==> src/rtl/ibex_wb_pkg.sv <==
// ibex_wb_pkg: shared types and constants for the register-file writeback arbiter.
//   REG_ADDR_W  : register address width (5)
//   WB_DATA_W   : stored load-data width. DataWidth must not exceed this value.
//   REG_ZERO    : address of the hard-wired zero register
//   wb_entry_t  : one load-queue entry {valid, waddr, data, filled, killed, err}
package ibex_wb_pkg;

    localparam int unsigned REG_ADDR_W = 5;
    localparam int unsigned WB_DATA_W  = 32;
    localparam int unsigned NUM_REGS   = 1 << REG_ADDR_W;

    localparam logic [REG_ADDR_W-1:0] REG_ZERO = '0;

    typedef struct packed {
        logic                  valid;
        logic [REG_ADDR_W-1:0] waddr;
        logic [WB_DATA_W-1:0]  data;
        logic                  filled;
        logic                  killed;
        logic                  err;
    } wb_entry_t;

    // A write to x0, or to x16..x31 in a 16-register file, must not reach the register file.
    function automatic logic wb_write_suppressed(input logic [REG_ADDR_W-1:0] waddr,
                                                 input logic                  rv32e);
        return (waddr == REG_ZERO) || (rv32e && waddr[REG_ADDR_W-1]);
    endfunction

endpackage

==> src/rtl/ibex_wb_load_queue.sv <==
// ibex_wb_load_queue: in-order queue of outstanding loads with a pending-destination
// scoreboard. Entries are allocated at issue, filled by responses in issue order and
// drained at the head when the parent asserts pop.
//   clk_i, rst_i        : clock, asynchronous active-high reset
//   ex_we, ex_waddr     : ALU writeback, kills older entries targeting the same register
//   issue, issue_waddr  : load issue (ignored while the queue is full)
//   rvalid, rdata, rerr : load response for the entry at the fill pointer
//   pop                 : remove the head entry this cycle
//   issue_ready_c       : queue has a free entry (decode of the occupancy register)
//   head_*_c            : fields of the entry at the drain pointer
//   fill_head_c         : the next response would fill the head entry
//   pending_c           : bit r set while a live (unkilled) entry targets register r
//   protocol_err        : sticky, a response arrived with no unfilled entry
module ibex_wb_load_queue
    import ibex_wb_pkg::*;
#(
    parameter int unsigned LoadQDepth = 2,
    parameter int unsigned DataWidth  = 32
) (
    input  logic                  clk_i,
    input  logic                  rst_i,
    input  logic                  ex_we,
    input  logic [REG_ADDR_W-1:0] ex_waddr,
    input  logic                  issue,
    input  logic [REG_ADDR_W-1:0] issue_waddr,
    input  logic                  rvalid,
    input  logic [DataWidth-1:0]  rdata,
    input  logic                  rerr,
    input  logic                  pop,
    output logic                  issue_ready_c,
    output logic                  head_valid_c,
    output logic                  head_filled_c,
    output logic                  head_killed_c,
    output logic                  head_err_c,
    output logic [REG_ADDR_W-1:0] head_waddr_c,
    output logic [DataWidth-1:0]  head_data_c,
    output logic                  fill_head_c,
    output logic [NUM_REGS-1:0]   pending_c,
    output logic                  protocol_err
);

    localparam int unsigned PtrW = (LoadQDepth > 1) ? $clog2(LoadQDepth) : 1;
    localparam int unsigned CntW = PtrW + 1;

    wb_entry_t       entries_q [LoadQDepth];
    logic [PtrW-1:0] alloc_ptr_q;
    logic [PtrW-1:0] fill_ptr_q;
    logic [PtrW-1:0] drain_ptr_q;
    logic [CntW-1:0] count_q;

    wb_entry_t head;
    wb_entry_t fill_ent;
    logic      fill_ok;
    logic      do_alloc;
    logic      do_fill;

    // Entries between fill and alloc are the unfilled ones, so checking the slot at the
    // fill pointer is enough to know whether any unfilled entry exists.
    assign head     = entries_q[drain_ptr_q];
    assign fill_ent = entries_q[fill_ptr_q];
    assign fill_ok  = fill_ent.valid && !fill_ent.filled;
    assign do_alloc = issue && issue_ready_c;
    assign do_fill  = rvalid && fill_ok;

    assign issue_ready_c = (count_q != CntW'(LoadQDepth));
    assign fill_head_c   = fill_ok && (fill_ptr_q == drain_ptr_q);

    assign head_valid_c  = head.valid;
    assign head_filled_c = head.filled;
    assign head_killed_c = head.killed;
    assign head_err_c    = head.err;
    assign head_waddr_c  = head.waddr;
    assign head_data_c   = DataWidth'(head.data);

    // Entry storage and pointers. A pop issued together with a fill of the same slot
    // (load bypass) leaves the slot empty because the pop clear is applied last.
    always_ff @(posedge clk_i or posedge rst_i) begin
        if (rst_i) begin
            for (int i = 0; i < int'(LoadQDepth); i++) begin
                entries_q[i] <= '0;
            end
            alloc_ptr_q <= '0;
            fill_ptr_q  <= '0;
            drain_ptr_q <= '0;
            count_q     <= '0;
        end else begin
            for (int i = 0; i < int'(LoadQDepth); i++) begin
                if (ex_we && entries_q[i].valid && (entries_q[i].waddr == ex_waddr)) begin
                    entries_q[i].killed <= 1'b1;
                end
            end
            if (do_fill) begin
                entries_q[fill_ptr_q].filled <= 1'b1;
                entries_q[fill_ptr_q].data   <= WB_DATA_W'(rdata);
                entries_q[fill_ptr_q].err    <= rerr;
                fill_ptr_q                   <= fill_ptr_q + PtrW'(1);
            end
            if (pop) begin
                entries_q[drain_ptr_q] <= '0;
                drain_ptr_q            <= drain_ptr_q + PtrW'(1);
            end
            if (do_alloc) begin
                entries_q[alloc_ptr_q].valid  <= 1'b1;
                entries_q[alloc_ptr_q].waddr  <= issue_waddr;
                entries_q[alloc_ptr_q].data   <= '0;
                entries_q[alloc_ptr_q].filled <= 1'b0;
                entries_q[alloc_ptr_q].killed <= 1'b0;
                entries_q[alloc_ptr_q].err    <= 1'b0;
                alloc_ptr_q                   <= alloc_ptr_q + PtrW'(1);
            end
            count_q <= count_q + CntW'(do_alloc) - CntW'(pop);
        end
    end

    // Sticky protocol error for responses that match no outstanding load.
    always_ff @(posedge clk_i or posedge rst_i) begin
        if (rst_i) begin
            protocol_err <= 1'b0;
        end else if (rvalid && !fill_ok) begin
            protocol_err <= 1'b1;
        end
    end

    // Scoreboard decode; x0 never reports pending.
    always_comb begin
        pending_c = '0;
        for (int i = 0; i < int'(LoadQDepth); i++) begin
            if (entries_q[i].valid && !entries_q[i].killed) begin
                pending_c[entries_q[i].waddr] = 1'b1;
            end
        end
        pending_c[REG_ZERO] = 1'b0;
    end

endmodule

==> src/rtl/ibex_wb_arbiter.sv <==
// ibex_wb_arbiter: merges ALU writebacks and in-order load responses into the single
// register-file write port and exports the pending-load scoreboard.
// Optional feature: define IBEX_WB_LOAD_BYPASS_EN to write a head-entry load response
// straight to the write port one cycle earlier when the port is otherwise idle.
//   clk_i, rst_i                  : clock, asynchronous active-high reset
//   ex_we_i/ex_waddr_i/ex_wdata_i : ALU writeback (highest priority)
//   lsu_issue_i/lsu_issue_waddr_i : load issue, allocates a queue entry
//   lsu_issue_ready_o             : queue has a free entry
//   lsu_rvalid_i/rdata_i/err_i    : load response, in issue order
//   waddr_a_o/wdata_a_o/we_a_o    : registered register-file write port
//   pending_o                     : registers with a live outstanding load
//   protocol_err_o                : sticky, response with no outstanding load
module ibex_wb_arbiter
    import ibex_wb_pkg::*;
#(
    parameter bit          RV32E      = 1'b0,
    parameter int unsigned DataWidth  = 32,
    parameter int unsigned LoadQDepth = 2
) (
    input  logic                  clk_i,
    input  logic                  rst_i,
    input  logic                  ex_we_i,
    input  logic [REG_ADDR_W-1:0] ex_waddr_i,
    input  logic [DataWidth-1:0]  ex_wdata_i,
    input  logic                  lsu_issue_i,
    input  logic [REG_ADDR_W-1:0] lsu_issue_waddr_i,
    output logic                  lsu_issue_ready_o,
    input  logic                  lsu_rvalid_i,
    input  logic [DataWidth-1:0]  lsu_rdata_i,
    input  logic                  lsu_err_i,
    output logic [REG_ADDR_W-1:0] waddr_a_o,
    output logic [DataWidth-1:0]  wdata_a_o,
    output logic                  we_a_o,
    output logic [NUM_REGS-1:0]   pending_o,
    output logic                  protocol_err_o
);

    logic                  pop;
    logic                  head_valid;
    logic                  head_filled;
    logic                  head_killed;
    logic                  head_err;
    logic [REG_ADDR_W-1:0] head_waddr;
    logic [DataWidth-1:0]  head_data;
    logic                  fill_head;

    logic                  we_q,    we_d;
    logic [REG_ADDR_W-1:0] waddr_q, waddr_d;
    logic [DataWidth-1:0]  wdata_q, wdata_d;

    ibex_wb_load_queue #(
        .LoadQDepth (LoadQDepth),
        .DataWidth  (DataWidth)
    ) u_load_queue (
        .clk_i         (clk_i),
        .rst_i         (rst_i),
        .ex_we         (ex_we_i),
        .ex_waddr      (ex_waddr_i),
        .issue         (lsu_issue_i),
        .issue_waddr   (lsu_issue_waddr_i),
        .rvalid        (lsu_rvalid_i),
        .rdata         (lsu_rdata_i),
        .rerr          (lsu_err_i),
        .pop           (pop),
        .issue_ready_c (lsu_issue_ready_o),
        .head_valid_c  (head_valid),
        .head_filled_c (head_filled),
        .head_killed_c (head_killed),
        .head_err_c    (head_err),
        .head_waddr_c  (head_waddr),
        .head_data_c   (head_data),
        .fill_head_c   (fill_head),
        .pending_c     (pending_o),
        .protocol_err  (protocol_err_o)
    );

    // Write-port selection: ALU first, then a filled head entry. Killed or errored
    // entries are retired without a write and leave address/data untouched.
    always_comb begin
        pop     = 1'b0;
        we_d    = 1'b0;
        waddr_d = waddr_q;
        wdata_d = wdata_q;
        if (ex_we_i) begin
            we_d    = !wb_write_suppressed(ex_waddr_i, RV32E);
            waddr_d = ex_waddr_i;
            wdata_d = ex_wdata_i;
        end else if (head_valid && head_filled) begin
            pop = 1'b1;
            if (!head_killed && !head_err) begin
                we_d    = !wb_write_suppressed(head_waddr, RV32E);
                waddr_d = head_waddr;
                wdata_d = head_data;
            end
        end
`ifdef IBEX_WB_LOAD_BYPASS_EN
        // Head response on an idle port goes straight to the write registers.
        else if (lsu_rvalid_i && !lsu_err_i && fill_head && !head_killed) begin
            pop     = 1'b1;
            we_d    = !wb_write_suppressed(head_waddr, RV32E);
            waddr_d = head_waddr;
            wdata_d = lsu_rdata_i;
        end
`endif
    end

`ifndef IBEX_WB_LOAD_BYPASS_EN
    logic unused_fill_head;
    assign unused_fill_head = fill_head;
`endif

    // Registered write port.
    always_ff @(posedge clk_i or posedge rst_i) begin
        if (rst_i) begin
            we_q    <= 1'b0;
            waddr_q <= '0;
            wdata_q <= '0;
        end else begin
            we_q    <= we_d;
            waddr_q <= waddr_d;
            wdata_q <= wdata_d;
        end
    end

    assign we_a_o    = we_q;
    assign waddr_a_o = waddr_q;
    assign wdata_a_o = wdata_q;

endmodule
==> config.mk <==
export PLATFORM = sky130hd
export DESIGN_NAME = ibex_wb_arbiter
export DESIGN_NICKNAME = d
export VERILOG_FILES = /design/src/rtl/ibex_wb_pkg.sv /design/src/rtl/ibex_wb_load_queue.sv /design/src/rtl/ibex_wb_arbiter.sv
export SDC_FILE = /design/constraint.sdc
export NUM_CORES = 1
export LEC_CHECK = 0
export CAP_MARGIN = 25
export CELL_PAD_IN_SITES_DETAIL_PLACEMENT = 0
export CELL_PAD_IN_SITES_GLOBAL_PLACEMENT = 1
export CORE_AREA = 3 3 129 131
export CTS_CLUSTER_SIZE = 10
export DETAILED_ROUTE_END_ITERATION = 8
export DIE_AREA = 0 0 132 134
export PLACE_DENSITY_LB_ADDON = 0.1
export RECOVER_POWER = 25
export SYNTH_ARGS = -nofsm -noshare
export SYNTH_HDL_FRONTEND = slang
export SYNTH_SLANG_ARGS = --single-unit
==> constraint.sdc <==
create_clock -name clk_i -period 11.5 [get_ports clk_i]
set_input_delay 1.725 -clock clk_i [delete_from_list [all_inputs] [get_ports clk_i]]
set_output_delay 1.725 -clock clk_i [all_outputs]
set_load 0.01 [all_outputs]
==> impl_metrics.csv <==
group,metric,value,unit
layout,fill_cells,1399,
yosys,synth_compound_area_share,13.84,%
yosys,synthArstFlopShare,100.0,%
floorplanning,die_h,134,um
status,violations,"capacitance limit, slew limit",
timing,max_freq,184.8,MHz
yosys,yosysWarnings,0,
timing,setup-tns-final,0,ns
drt,vias,5383,
power,p_leak,3.772,nW
clocking,postCtsHoldBufs,0,
critical_path,arrival,5.20,ns
critical_path,crit_buf_inv,3,
critical_path,path_max_fanout,45,
floorplanning,initial_core_util,40.57,%
floorplanning,coreArea,0.01571,mm2
clocking,cts_resized,0,
yosys,ys.flop_type,"dfrtp_1",
yosys,syn_inst,675,
floorplanning,die_area,0.01769,mm2
yosys,synth_top_family_by_area,"simple AND/OR/NAND/NOR gates",
yosys,synth_mux_area_share,12.50,%
global_routing,grt_antenna_before_repair,0,
placed_design,dp_slack,7.825,ns
timing,rsz0062_at_grt,"no",
global_routing,grt_use_total,20.03,%
clocking,cts_sinks,126,
yosys,synthTopCellsByCount,"nand2_1 (178), dfrtp_1 (126), a21oi_1 (63)",
status,status,"finished with violations",
drt,post_drt_wl_per_cell,17.01,um
critical_path,worstSetupStartpointType,"primary input",
global_routing,grt_pass1_wl,28880,um
clocking,cts_tree,"done",
global_routing,grt_pass1_vias,5576,
drt,drtAntennaViolNets,0,
yosys,synth_area,0.006375,mm2
clocking,clkTransAtPathRegs,0.06,ns
yosys,synth_nets,757,
placed_design,dpl_cell_area,0.007951,mm2
critical_path,path_cells,"dlygate4sd3_1 -> clkinvlp_2 -> clkbuf_1",
yosys,yosys.area_share.simple,16.84,%
clocking,numCtsBuffers,17,
power,ir_drop,0.0001407,V
drt,drc,0,
global_routing,overflow,0,
layout,design_area,0.008519,mm2
timing,setup_viol,0,
yosys,synth_area_leaders,"dfrtp_1 (49%), nand2_1 (10%), mux2_2 (6.5%), mux2i_1 (6.0%), a21oi_1 (4.9%)",
yosys,syn_avg_cell_area,9.444,um2
critical_path,crit_family,"buffers and inverters",
yosys,ys_types,44,
placed_design,gp_congestion,0.7743,
clocking,clock_path_buffers,2,
floorplanning,die_x,132,um
clocking,h-tree-depth,4,
drt,dr.first_iter.drc_count,323,
layout,post-route-util,54.22,%
clocking,cts_setup_buffers,0,
critical_path,reg2reg_slack,8.62,ns
layout,fin_nets,879,
placed_design,hpwl,11270,um
floorplanning,pin_count,152,
global_routing,grt_max_degree,84,
yosys,synth-edff-count,0,
layout,area_growth_syn_to_layout,33.64,%
timing,slew_viol_final,169,
yosys,synth_top_area_share,49.46,%
layout,antenna_cells,0,
job,cap_violations,3,
yosys,synth_seq_cells,126,
critical_path,endpoint_kind,"async pin",
timing,setup_slack,6.088,ns
timing,finalCritPeriodShare,47.06,%
placed_design,io_buffers,150,
critical_path,critPathRequiredTime,11.29,ns
yosys,ys_seq_area_share,49.46,%
global_routing,grtUsageMet2,33.10,%
timing,hold_viol,0,
critical_path,criticalPathCategory,"in2async",
timing,worst_pin_slew,3.269,ns
global_routing,met3_usage,5.214,%
timing,relSlewSlack,-117.9,%
layout,multi_input_area,0.002913,mm2
yosys,synth_fa_ha_area_share,0.3925,%
drt,via_per_inst,5.252,
clocking,clock_latency,0.42,ns
floorplanning,num_rows,46,
timing,skew,0.008414,ns
power,p_total,2.171,mW
worst_hold_path,hold_class,"reg2reg",
power,cellPowerDensity,254.8,mW/mm2
yosys,synth_xor_xnor_area_share,1.786,%
layout,drive_above_1_share,11.12,%
clocking,cts_root_buffer,"clkbuf_16",
drt,first_pass_iters,6,
timing,min_period,5.412,ns
yosys,synth.largest_area_cell,"dfrtp_1",
critical_path,max_stage_delay,1.87,ns
drt,routed_wl,17440,um
critical_path,crit_slowest_cell,"clkbuf_1",
layout,regArea,0.003154,mm2
yosys,synth_most_common_cell,"nand2_1",
global_routing,use_met1,26.23,%
global_routing,busiest_layer,"met2",
==> logic make-up (layout without fill, tap and decap cells) <==
logic type	Yosys count	in the layout
AO/OA/AOI/OAI	154	154
XOR/XNOR	13	13
adder cells (fa/ha/maj)	2	2
buffers and inverters	62	196
flip-flops	126	126
multiplexers	75	75
other	1	1
AND/OR/NAND/NOR	242	242
==> metrics by stage <==
step	instances	hold WS (ns)
4_1_cts	1025	0.4889
5_1_grt	1025	0.5143
2_1_floorplan	675	0.4468
3_5_place_dp	994	0.4770
3_3_place_gp	992	0.4675
6_report	1025	0.4931
==> worst paths after layout <==
path / startpoint / to / cells after the start
min in group asynchronous: rst_i / wdata_a_o[0] / 2
worst min-delay path: u_load_queue.alloc_ptr_q / u_load_queue.alloc_ptr_q / 1
max in group clk_i: ex_we_i / u_load_queue.entries_q[0] / 5
worst max-delay path: rst_i / u_load_queue.drain_ptr_q / 3
worst max register to register: u_load_queue.drain_ptr_q / wdata_a_o[30] / 6
worst min register to register: u_load_queue.alloc_ptr_q / u_load_queue.alloc_ptr_q / 1
==> registers in the layout, indices dropped and copies added (netlist names) <==
name,flops
u_load_queue.entries_q,82
wdata_a_o,32
waddr_a_o,5
u_load_queue.count_q,2
u_load_queue.alloc_ptr_q,1
u_load_queue.drain_ptr_q,1
u_load_queue.fill_ptr_q,1
u_load_queue.protocol_err,1
we_a_o,1
==> layout make-up <==
cell class | instances | area share, %
inverter | 8 | 0.3672
timing repair buffer | 157 | 18.48
clock buffer | 24 | 5.772
multi-input combinational | 487 | 34.19
sequential | 126 | 37.02
tap | 216 | 3.172
clock inverter | 7 | 0.9987
==> layer usage <==
metal	wire, um	part of all wire, %
met1	7763	45
met2	8387	48
met3	1062	6.1
met4	222	1.3
met5	0	0
==> worst reg2reg max path, cell delays in order, from the launching register on <==
cell and delay (ns):
dfrtp_2 0.55, buf_12 0.28, and3b_1 0.25, o22ai_4 0.71, buf_4 0.50, mux2i_1 0.25, o21ai_1 0.08
==> layout by cell type (no fill, tap or decap), drive strengths merged, types with 2 or more instances in the layout <==
cell / instances
nand2: 178
clkdlybuf4s50: 147
dfrtp: 126
a21oi: 67
o21ai: 43
mux2i: 38
mux2: 37
o22ai: 32
clkbuf: 26
nor2: 13
nand3b: 11
nand3: 10
xor2: 9
inv: 7
buf: 6
a22o: 5
clkinv: 5
or3b: 5
xnor2: 4
nor2b: 4
or3: 3
nor4: 3
nand2b: 3
and3: 3
nand4b: 2
a41oi: 2
a21o: 2
ha: 2
bufinv: 2
dlygate4sd3: 2
and3b: 2
==> report_power, final <==
group / switching, mW / total (mW) / leakage, nW / internal [mW]
combinational: 0.465 / 0.889 / 1.87 / 0.423
clock: 0.185 / 0.524 / 0.290 / 0.339
sequential: 0.144 / 0.758 / 1.61 / 0.614
Power figures use the tool's default switching activity.
